### src/rtl/add_three_arb_pkg.sv
// Shared types and constants for the three-operand adder arbiter.
package add_three_arb_pkg;

    localparam int DEF_BW   = 8;
    localparam int DEF_NREQ = 4;

    typedef enum logic {
        EMPTY = 1'b0,
        FULL  = 1'b1
    } arb_state_e;

    // The low bits of the exact sum are the wrapped result; the result has
    // overflowed when the two top bits of the exact sum disagree.
    function automatic logic sum_ovf(input logic [1:0] top2);
        return top2[1] ^ top2[0];
    endfunction

endpackage

### src/rtl/add_three_arb_if.sv
// Requester and result handshake bundle for add_three_arb.
interface add_three_arb_if
    import add_three_arb_pkg::*;
#(
    parameter int BW   = DEF_BW,
    parameter int NREQ = DEF_NREQ
);
    localparam int IDW = $clog2(NREQ);

    logic [NREQ-1:0]         req_valid;
    logic [NREQ-1:0]         req_ready;
    logic [NREQ-1:0][BW-1:0] req_a;
    logic [NREQ-1:0][BW-1:0] req_b;
    logic [NREQ-1:0][BW-1:0] req_c;
    logic                    res_valid;
    logic                    res_ready;
    logic [BW:0]             res_sum;
    logic [IDW-1:0]          res_id;
    logic                    res_ovf;

    modport master (
        output req_valid, req_a, req_b, req_c, res_ready,
        input  req_ready, res_valid, res_sum, res_id, res_ovf
    );

    modport slave (
        input  req_valid, req_a, req_b, req_c, res_ready,
        output req_ready, res_valid, res_sum, res_id, res_ovf
    );
endinterface

### src/rtl/add_three_core.sv
// Combinational signed a+b+c with wrapped BW+1 sum and overflow flag.
module add_three_core
    import add_three_arb_pkg::*;
#(
    parameter int BW = DEF_BW
) (
    input  logic [BW-1:0] a,
    input  logic [BW-1:0] b,
    input  logic [BW-1:0] c,
    output logic [BW:0]   sum,
    output logic          ovf
);
    logic [BW+1:0] s;

    // Two guard bits make the three-way sum exact for any operands.
    assign s   = {{2{a[BW-1]}}, a} + {{2{b[BW-1]}}, b} + {{2{c[BW-1]}}, c};
    assign sum = s[BW:0];
    assign ovf = sum_ovf(s[BW+1:BW]);
endmodule

### src/rtl/add_three_arb.sv
// Arbitrates NREQ requesters onto one three-operand adder with a one-entry result stage.
// Define ADD_THREE_ARB_RR_EN for round-robin; otherwise lowest index wins.
module add_three_arb
    import add_three_arb_pkg::*;
#(
    parameter int BW   = DEF_BW,
    parameter int NREQ = DEF_NREQ
) (
    input  logic             clk,
    input  logic             rst,
    add_three_arb_if.slave   bus
);
    localparam int IDW = $clog2(NREQ);

    arb_state_e     state;
    logic           can_accept;
    logic           any_valid;
    logic           grant;
    logic [IDW-1:0] win;
    logic [BW:0]    core_sum;
    logic           core_ovf;
    logic [BW:0]    sum_q;
    logic [IDW-1:0] id_q;
    logic           ovf_q;

`ifdef ADD_THREE_ARB_RR_EN
    logic [IDW-1:0] ptr;

    // First pass covers indices at/above the pointer, second pass wraps below it.
    always_comb begin
        any_valid = 1'b0;
        win       = '0;
        for (int i = 0; i < NREQ; i++) begin
            if (!any_valid && bus.req_valid[i] && (IDW'(i) >= ptr)) begin
                any_valid = 1'b1;
                win       = IDW'(i);
            end
        end
        for (int i = 0; i < NREQ; i++) begin
            if (!any_valid && bus.req_valid[i]) begin
                any_valid = 1'b1;
                win       = IDW'(i);
            end
        end
    end
`else
    always_comb begin
        any_valid = 1'b0;
        win       = '0;
        for (int i = NREQ - 1; i >= 0; i--) begin
            if (bus.req_valid[i]) begin
                any_valid = 1'b1;
                win       = IDW'(i);
            end
        end
    end
`endif

    assign can_accept    = (state == EMPTY) || bus.res_ready;
    assign grant         = can_accept && any_valid && !rst;
    assign bus.req_ready = grant ? ({{(NREQ-1){1'b0}}, 1'b1} << win) : '0;

    add_three_core #(.BW(BW)) u_core (
        .a   (bus.req_a[win]),
        .b   (bus.req_b[win]),
        .c   (bus.req_c[win]),
        .sum (core_sum),
        .ovf (core_ovf)
    );

    always_ff @(posedge clk) begin
        if (rst) begin
            state <= EMPTY;
            sum_q <= '0;
            id_q  <= '0;
            ovf_q <= 1'b0;
`ifdef ADD_THREE_ARB_RR_EN
            ptr   <= '0;
`endif
        end else if (grant) begin
            state <= FULL;
            sum_q <= core_sum;
            id_q  <= win;
            ovf_q <= core_ovf;
`ifdef ADD_THREE_ARB_RR_EN
            ptr   <= (win == IDW'(NREQ - 1)) ? '0 : win + 1'b1;
`endif
        end else if ((state == FULL) && bus.res_ready) begin
            state <= EMPTY;
        end
    end

    assign bus.res_valid = (state == FULL);
    assign bus.res_sum   = sum_q;
    assign bus.res_id    = id_q;
    assign bus.res_ovf   = ovf_q;
endmodule
### src/flat_wrapper.sv
// flat-port wrapper written by rule: the top's interface ports become plain ports
module add_three_arb_flat import add_three_arb_pkg::*;
#(
    parameter int BW   = DEF_BW,
    parameter int NREQ = DEF_NREQ
)
  (clk, rst, bus_req_valid, bus_req_a, bus_req_b, bus_req_c, bus_res_ready, bus_req_ready, bus_res_valid, bus_res_sum, bus_res_id, bus_res_ovf);
  add_three_arb_if #(.BW(BW), .NREQ(NREQ)) bus_i ();
  input  logic clk;
  input  logic rst;
  input wire logic [$bits(bus_i.req_valid)-1:0] bus_req_valid;
  input wire logic [$bits(bus_i.req_a)-1:0] bus_req_a;
  input wire logic [$bits(bus_i.req_b)-1:0] bus_req_b;
  input wire logic [$bits(bus_i.req_c)-1:0] bus_req_c;
  input wire logic [$bits(bus_i.res_ready)-1:0] bus_res_ready;
  output wire logic [$bits(bus_i.req_ready)-1:0] bus_req_ready;
  output wire logic [$bits(bus_i.res_valid)-1:0] bus_res_valid;
  output wire logic [$bits(bus_i.res_sum)-1:0] bus_res_sum;
  output wire logic [$bits(bus_i.res_id)-1:0] bus_res_id;
  output wire logic [$bits(bus_i.res_ovf)-1:0] bus_res_ovf;
  assign bus_i.req_valid = bus_req_valid;
  assign bus_i.req_a = bus_req_a;
  assign bus_i.req_b = bus_req_b;
  assign bus_i.req_c = bus_req_c;
  assign bus_i.res_ready = bus_res_ready;
  assign bus_req_ready = bus_i.req_ready;
  assign bus_res_valid = bus_i.res_valid;
  assign bus_res_sum = bus_i.res_sum;
  assign bus_res_id = bus_i.res_id;
  assign bus_res_ovf = bus_i.res_ovf;
  add_three_arb #(.BW(BW), .NREQ(NREQ)) u_core (.clk(clk), .rst(rst), .bus(bus_i));
endmodule
### config.mk
export PLATFORM = sky130hd
export DESIGN_NAME = add_three_arb_flat
export DESIGN_NICKNAME = d
export VERILOG_FILES = /design/src/rtl/add_three_arb_pkg.sv /design/src/rtl/add_three_arb_if.sv /design/src/rtl/add_three_core.sv /design/src/rtl/add_three_arb.sv /design/src/flat_wrapper.sv
export SDC_FILE = /design/constraint.sdc
export NUM_CORES = 1
export LEC_CHECK = 0
export CAP_MARGIN = 20
export CELL_PAD_IN_SITES_DETAIL_PLACEMENT = 0
export CELL_PAD_IN_SITES_GLOBAL_PLACEMENT = 1
export CORE_MARGIN = 1
export CORE_UTILIZATION = 25
export CTS_CLUSTER_DIAMETER = 120
export DETAILED_ROUTE_END_ITERATION = 16
export PLACE_DENSITY = 0.78
export SYNTH_ARGS = -nofsm -noshare
export SYNTH_HDL_FRONTEND = slang
export SYNTH_HIERARCHICAL = 1
export SYNTH_SLANG_ARGS = --single-unit
### constraint.sdc
create_clock -name clk -period 5.2 [get_ports clk]
set_input_delay 0.78 -clock clk [delete_from_list [all_inputs] [get_ports clk]]
set_output_delay 0.78 -clock clk [all_outputs]
set_load 0.005 [all_outputs]
Word level (Yosys, flattened, before mapping). Cells that the tools add are included.

Magnitude comparators: 1. Reduce and logical (&&, ||, !) cells: 6. Bitwise logic cells: 2. $add $sub $neg: 2. Mux-type cells: 17. Shift operators: 1.

Operators by type and width (count): $bmux 8 s2 (3); $mux 8 (3); $add 10x10->10 (1); $add 8x8->9 (1); $mux 2 (4); $mux 1 (6); $mux 4 (1); $shl 1x2->4 const A (1); $logic_and 1x1->1 (3); $lt 2x3->1 const B (1); $reduce_bool 2->1 (1); $logic_not 1->1 (1); $logic_or 1x1->1 (1); $not 1->1 (1); $xor 1x1->1 (1).

Register bits after elaboration: 13. Bits of input ports: 103. Logic and storage cells: 33. Output and inout port bits: 17.

Longest topological paths before layout.
Depth in word-level cells: 9. Mapped depth: 17. Mapped depth without buffers: 14.

Cells and area by module. The synthesis kept the hierarchy.

By module, submodules not included: add_three_arb (seq. area each 260.2 sq um, cells an instance 171, area each 1342.5 sq um, times used 1); add_three_core (seq. area each 0.0 sq um, cells an instance 57, area each 535.5 sq um, times used 1).

Worst setup path after synthesis. No wires, ideal clock.

Path type: input to register. From: input port bus_req_valid[1]. To: register u_core.ovf_q (netlist: u_core/bus.res_ovf). Stages on the path: 15. Data arrival time: 3875 ps. Data required time: 5079 ps. Library setup time: 121 ps. Path buffers: 3. Setup slack: 1204 ps. Cells stage by stage: buf_2 -> nor3_1 -> or2_1 -> buf_2 -> buf_2 -> a22o_1 -> fa_1 -> ha_1 -> fa_1 -> a211oi_1 -> o21bai_1 -> and2_1 -> mux2i_1 -> o211ai_1 -> mux2_2.

Longest elaborated chain between the ends: 7. Elaborated cells on any way between the ends: 15. Classes of those cells: 2 x add/sub; 10 x mux; 1 x bitwise; 2 x reduce/logical.

RTL lines: start: declaration (line flat_wrapper.sv:11) `input wire logic [$bits(bus_i.req_valid)-1:0] bus_req_valid;`; $mux 2 (*) (2 in a row) (line add_three_arb.sv:51) `if (bus.req_valid[i]) begin`; $bmux 8 s2 (on tied branches) (line add_three_arb.sv:64, add_three_arb.sv:65); $mux 8 (on tied branches) (line add_three_arb.sv:64, add_three_arb.sv:65); $add 8x8->9 (line add_three_core.sv:16) `assign s = {{2{a[BW-1]}}, a} + {{2{b[BW-1]}}, b} + {{2{c[BW-1]}}, c};`; $add 10x10->10 (*) (line add_three_core.sv:16); $xor 1x1->1 (*) (line add_three_arb_pkg.sv:15) `return top2[1] ^ top2[0];`; via u_core.core_ovf (line add_three_arb.sv:21) `logic core_ovf;`; end signal: assignment (line add_three_arb.sv:84) `ovf_q <= core_ovf;`; end: declaration (line add_three_arb.sv:24) `logic ovf_q;`.

Mark *: on every way through the listed nets, which the timed path passes. The rest lies on a longest branch. The select of a mux whose other input is x is not followed. A chain may end at the register's enable or synchronous reset.

Worst setup path after layout.
From: input port bus_req_valid[3]. To: register u_core.ovf_q (netlist: u_core/bus.res_ovf).

Longest elaborated chain between the ends: 9. Elaborated cells on any way between the ends: 19. Classes of those cells: 2 x add/sub; 14 x mux; 1 x bitwise; 2 x reduce/logical.

RTL lines (line): $mux 2 (*) (4 in a row) (add_three_arb.sv:51); $bmux 8 s2 (on tied branches) (add_three_arb.sv:64, add_three_arb.sv:65); $mux 8 (on tied branches) (add_three_arb.sv:64, add_three_arb.sv:65); $add 8x8->9 (add_three_core.sv:16); $add 10x10->10 (*) (add_three_core.sv:16); $xor 1x1->1 (*) (add_three_arb_pkg.sv:15); via u_core.core_ovf (add_three_arb.sv:21).

Marks and branches as above.

==> metrics.csv <==
metric,value,unit
n_fill_cell,745,
synth.top_cell.area_share,13.9,%
path_clk_slew,0.05,ns
synth.yosys.seq_area_share,13.9,%
hold_violations,0,
end_kind,register,
syn_inst,228,
ys_ff_latch,13,
worstPathRequired,5.33,ns
min_period,4.42,ns
slew-limit-headroom,55.6,%
grt_pass1_wl,10600,µm
p_leak,1.34,nW
power_density,229,nW/µm²
synth_edf_count,0,
async_reset_ff_share,0,%
gr-total-overflow,0,
post-cts-setup-buffers,0,
diodes,0,
final_nets,461,
drt_iter0_drc,55,
status,finished clean,
drcViolationCount,0,
final_cell_mix,"clkdlybuf4s50_1 (118), inv_1 (30), a21oi_1 (27), a221o_1 (24), a22o_1 (24)",
cts_buffer_depth,2,
hold_slack,0.504,ns
synth_top_flop_cell,dfxtp_1,
regArea,260,µm²
wl_per_cell,15.2,µm
ys_types,40,
start_kind,input port,
final_common_cell,clkdlybuf4s50_1,
cts_tree,built,
htreeDepth,1,
routed_wirelength,6680,µm
chipHeight,88.7,µm
syn_area,1880,µm²
rr_worst_depth,3,
yosysWarnings,6,
grt_usage,17.5,%
synthTopCellsByArea,"dfxtp_1 (14%), a221o_1 (13%), a22o_1 (11%), fa_1 (9.6%), a21oi_1 (7.2%)",
cap_viol_max_count,0,
cts_buffers,3,
dieArea,7860,µm²
setup_viol,0,
start_util,25.9,%
cts.sink_count,13,
hold_buffers,0,
rows,31,
finalSetupTns,0,ns
hold_depth,2,
worstMarginPinSlew,0.664,ns
multi_input_area,1420,µm²
grt_pass1_vias,2234,
vias,2168,
cts-root-buf,clkbuf_8,
drive_above_1_share,8.24,%
first_pass_iters,4,
portBuffers,119,
fin_crit_sh,84.9,%
coreArea,7250,µm²
fmax,0.226,GHz
cp.arrival,4.55,ns
dpl.hpwl,5440,µm
finClkSkew,0.00109,ns
antenna_found_initial,0,
ctsResizeCount,0,
ir_drop,0.0887,mV
vias_per_cell,4.94,
avgSynthCellArea,8.24,µm²
syn2layout_area_growth,70.8,%
crit_type,in -> reg,
hold_path_class,reg -> reg,
ant_nets,0,
clk_latency,0.24,ns
gp_congestion,0.781,
rsz0062_at_grt,false,
yosysTopAreaCell,dfxtp_1,
worstPathMaxFanout,9,
syn-num-nets,348,
grt_max_degree,37,
finalMaxSlewViolations,0,
die_x,88.7,µm
io_pins,120,
[state kept, by name, summed over array words and instances (netlist names)]
name	cells
u_core/bus.res_sum	9
u_core/bus.res_valid	1
u_core/bus.res_ovf	1
u_core/bus.res_id	2
[final cells by class]
cell class | count | area share, %
Tap cell | 99 | 3.86
Inverter | 30 | 3.51
Sequential cell | 13 | 8.12
Clock buffer | 4 | 1.40
Timing Repair Buffer | 127 | 38.9
Multi-Input combinational cell | 166 | 44.2
[metrics by stage]
step / power (mW) / setup slack (ns) / std cells / instance area [µm²] / util [%]
6_report: 0.735 / 0.785 / 439 / 3210 / 44.2
4_1_cts: 0.744 / 0.755 / 439 / 3210 / 44.2
5_1_grt: 0.803 / 0.525 / 439 / 3210 / 44.2
3_5_place_dp: 0.649 / 0.510 / 435 / 3160 / 43.6
3_3_place_gp: 0.646 / 0.540 / 435 / 3160 / 43.6
2_1_floorplan: 0.433 / 1.20 / 228 / 1880 / -
[worst paths after layout]
| check | start | to | slack [ns] |
|---|---|---|---|
| hold reg to reg | u_core/bus.res_id[0] | u_core/bus.res_id[0] | 0.50 |
| setup reg to reg | u_core/bus.res_valid | u_core/bus.res_ovf | 3.71 |
| setup / recovery | bus_req_valid[3] | u_core/bus.res_ovf | 0.78 |
| hold / removal | u_core/bus.res_id[0] | u_core/bus.res_id[0] | 0.50 |
[cell families (layout without fill, tap and decap cells)]
| family | Yosys count | count (layout) | share of synthesized area (%) |
|---|---|---|---|
| AO/OA/AOI/OAI | 94 | 94 | 39.1 |
| buffers and inverters | 49 | 161 | 10.7 |
| AND/OR/NAND/NOR | 40 | 40 | 13.0 |
| adder cells (fa/ha/maj) | 17 | 17 | 14.9 |
| flip-flops | 13 | 13 | 13.9 |
| multiplexers | 11 | 11 | 6.53 |
| XOR/XNOR | 4 | 4 | 1.87 |
[critical path: stages]
cell	delay [ns]
clkdlybuf4s50_1	0.58
nor2b_2	0.47
a221o_1	0.24
a22o_1	0.17
fa_1	0.44
ha_1	0.26
fa_1	0.49
a211oi_1	0.32
o21bai_1	0.15
and2_1	0.15
mux2i_1	0.13
o211ai_1	0.11
mux2_2	0.27
[power by group]
group | internal [mW] | total, mW | switching, mW
Sequential | 0.135 | 0.151 | 0.0157
Clock | 0.0542 | 0.0905 | 0.0363
Combinational | 0.295 | 0.493 | 0.198
[cells in the mapped netlist, types with 2 or more instances]
master / number
a211oi_1: 3
nor3_1: 2
o21a_1: 4
ha_1: 8
clkbuf_1: 8
dfxtp_1: 13
o211ai_1: 2
and3_1: 3
o21ai_0: 2
a221o_1: 24
a22o_1: 24
nor2_1: 12
fa_1: 9
nor2b_1: 13
a21oi_1: 27
buf_1: 2
nand2b_1: 2
buf_2: 8
mux2_2: 10
inv_1: 30
xnor2_1: 3
[routing by layer]
layer  routed length (µm)  global-route usage, %  up-vias
met2                 3410                   32.3       73
met4                   49                   2.79        0
met5                    0                      0        -
met1                 2800                   21.5     1017
met3                  424                   3.08        6
li1                     -                      -     1072
Note: power is estimated with default switching activity, not from simulation.
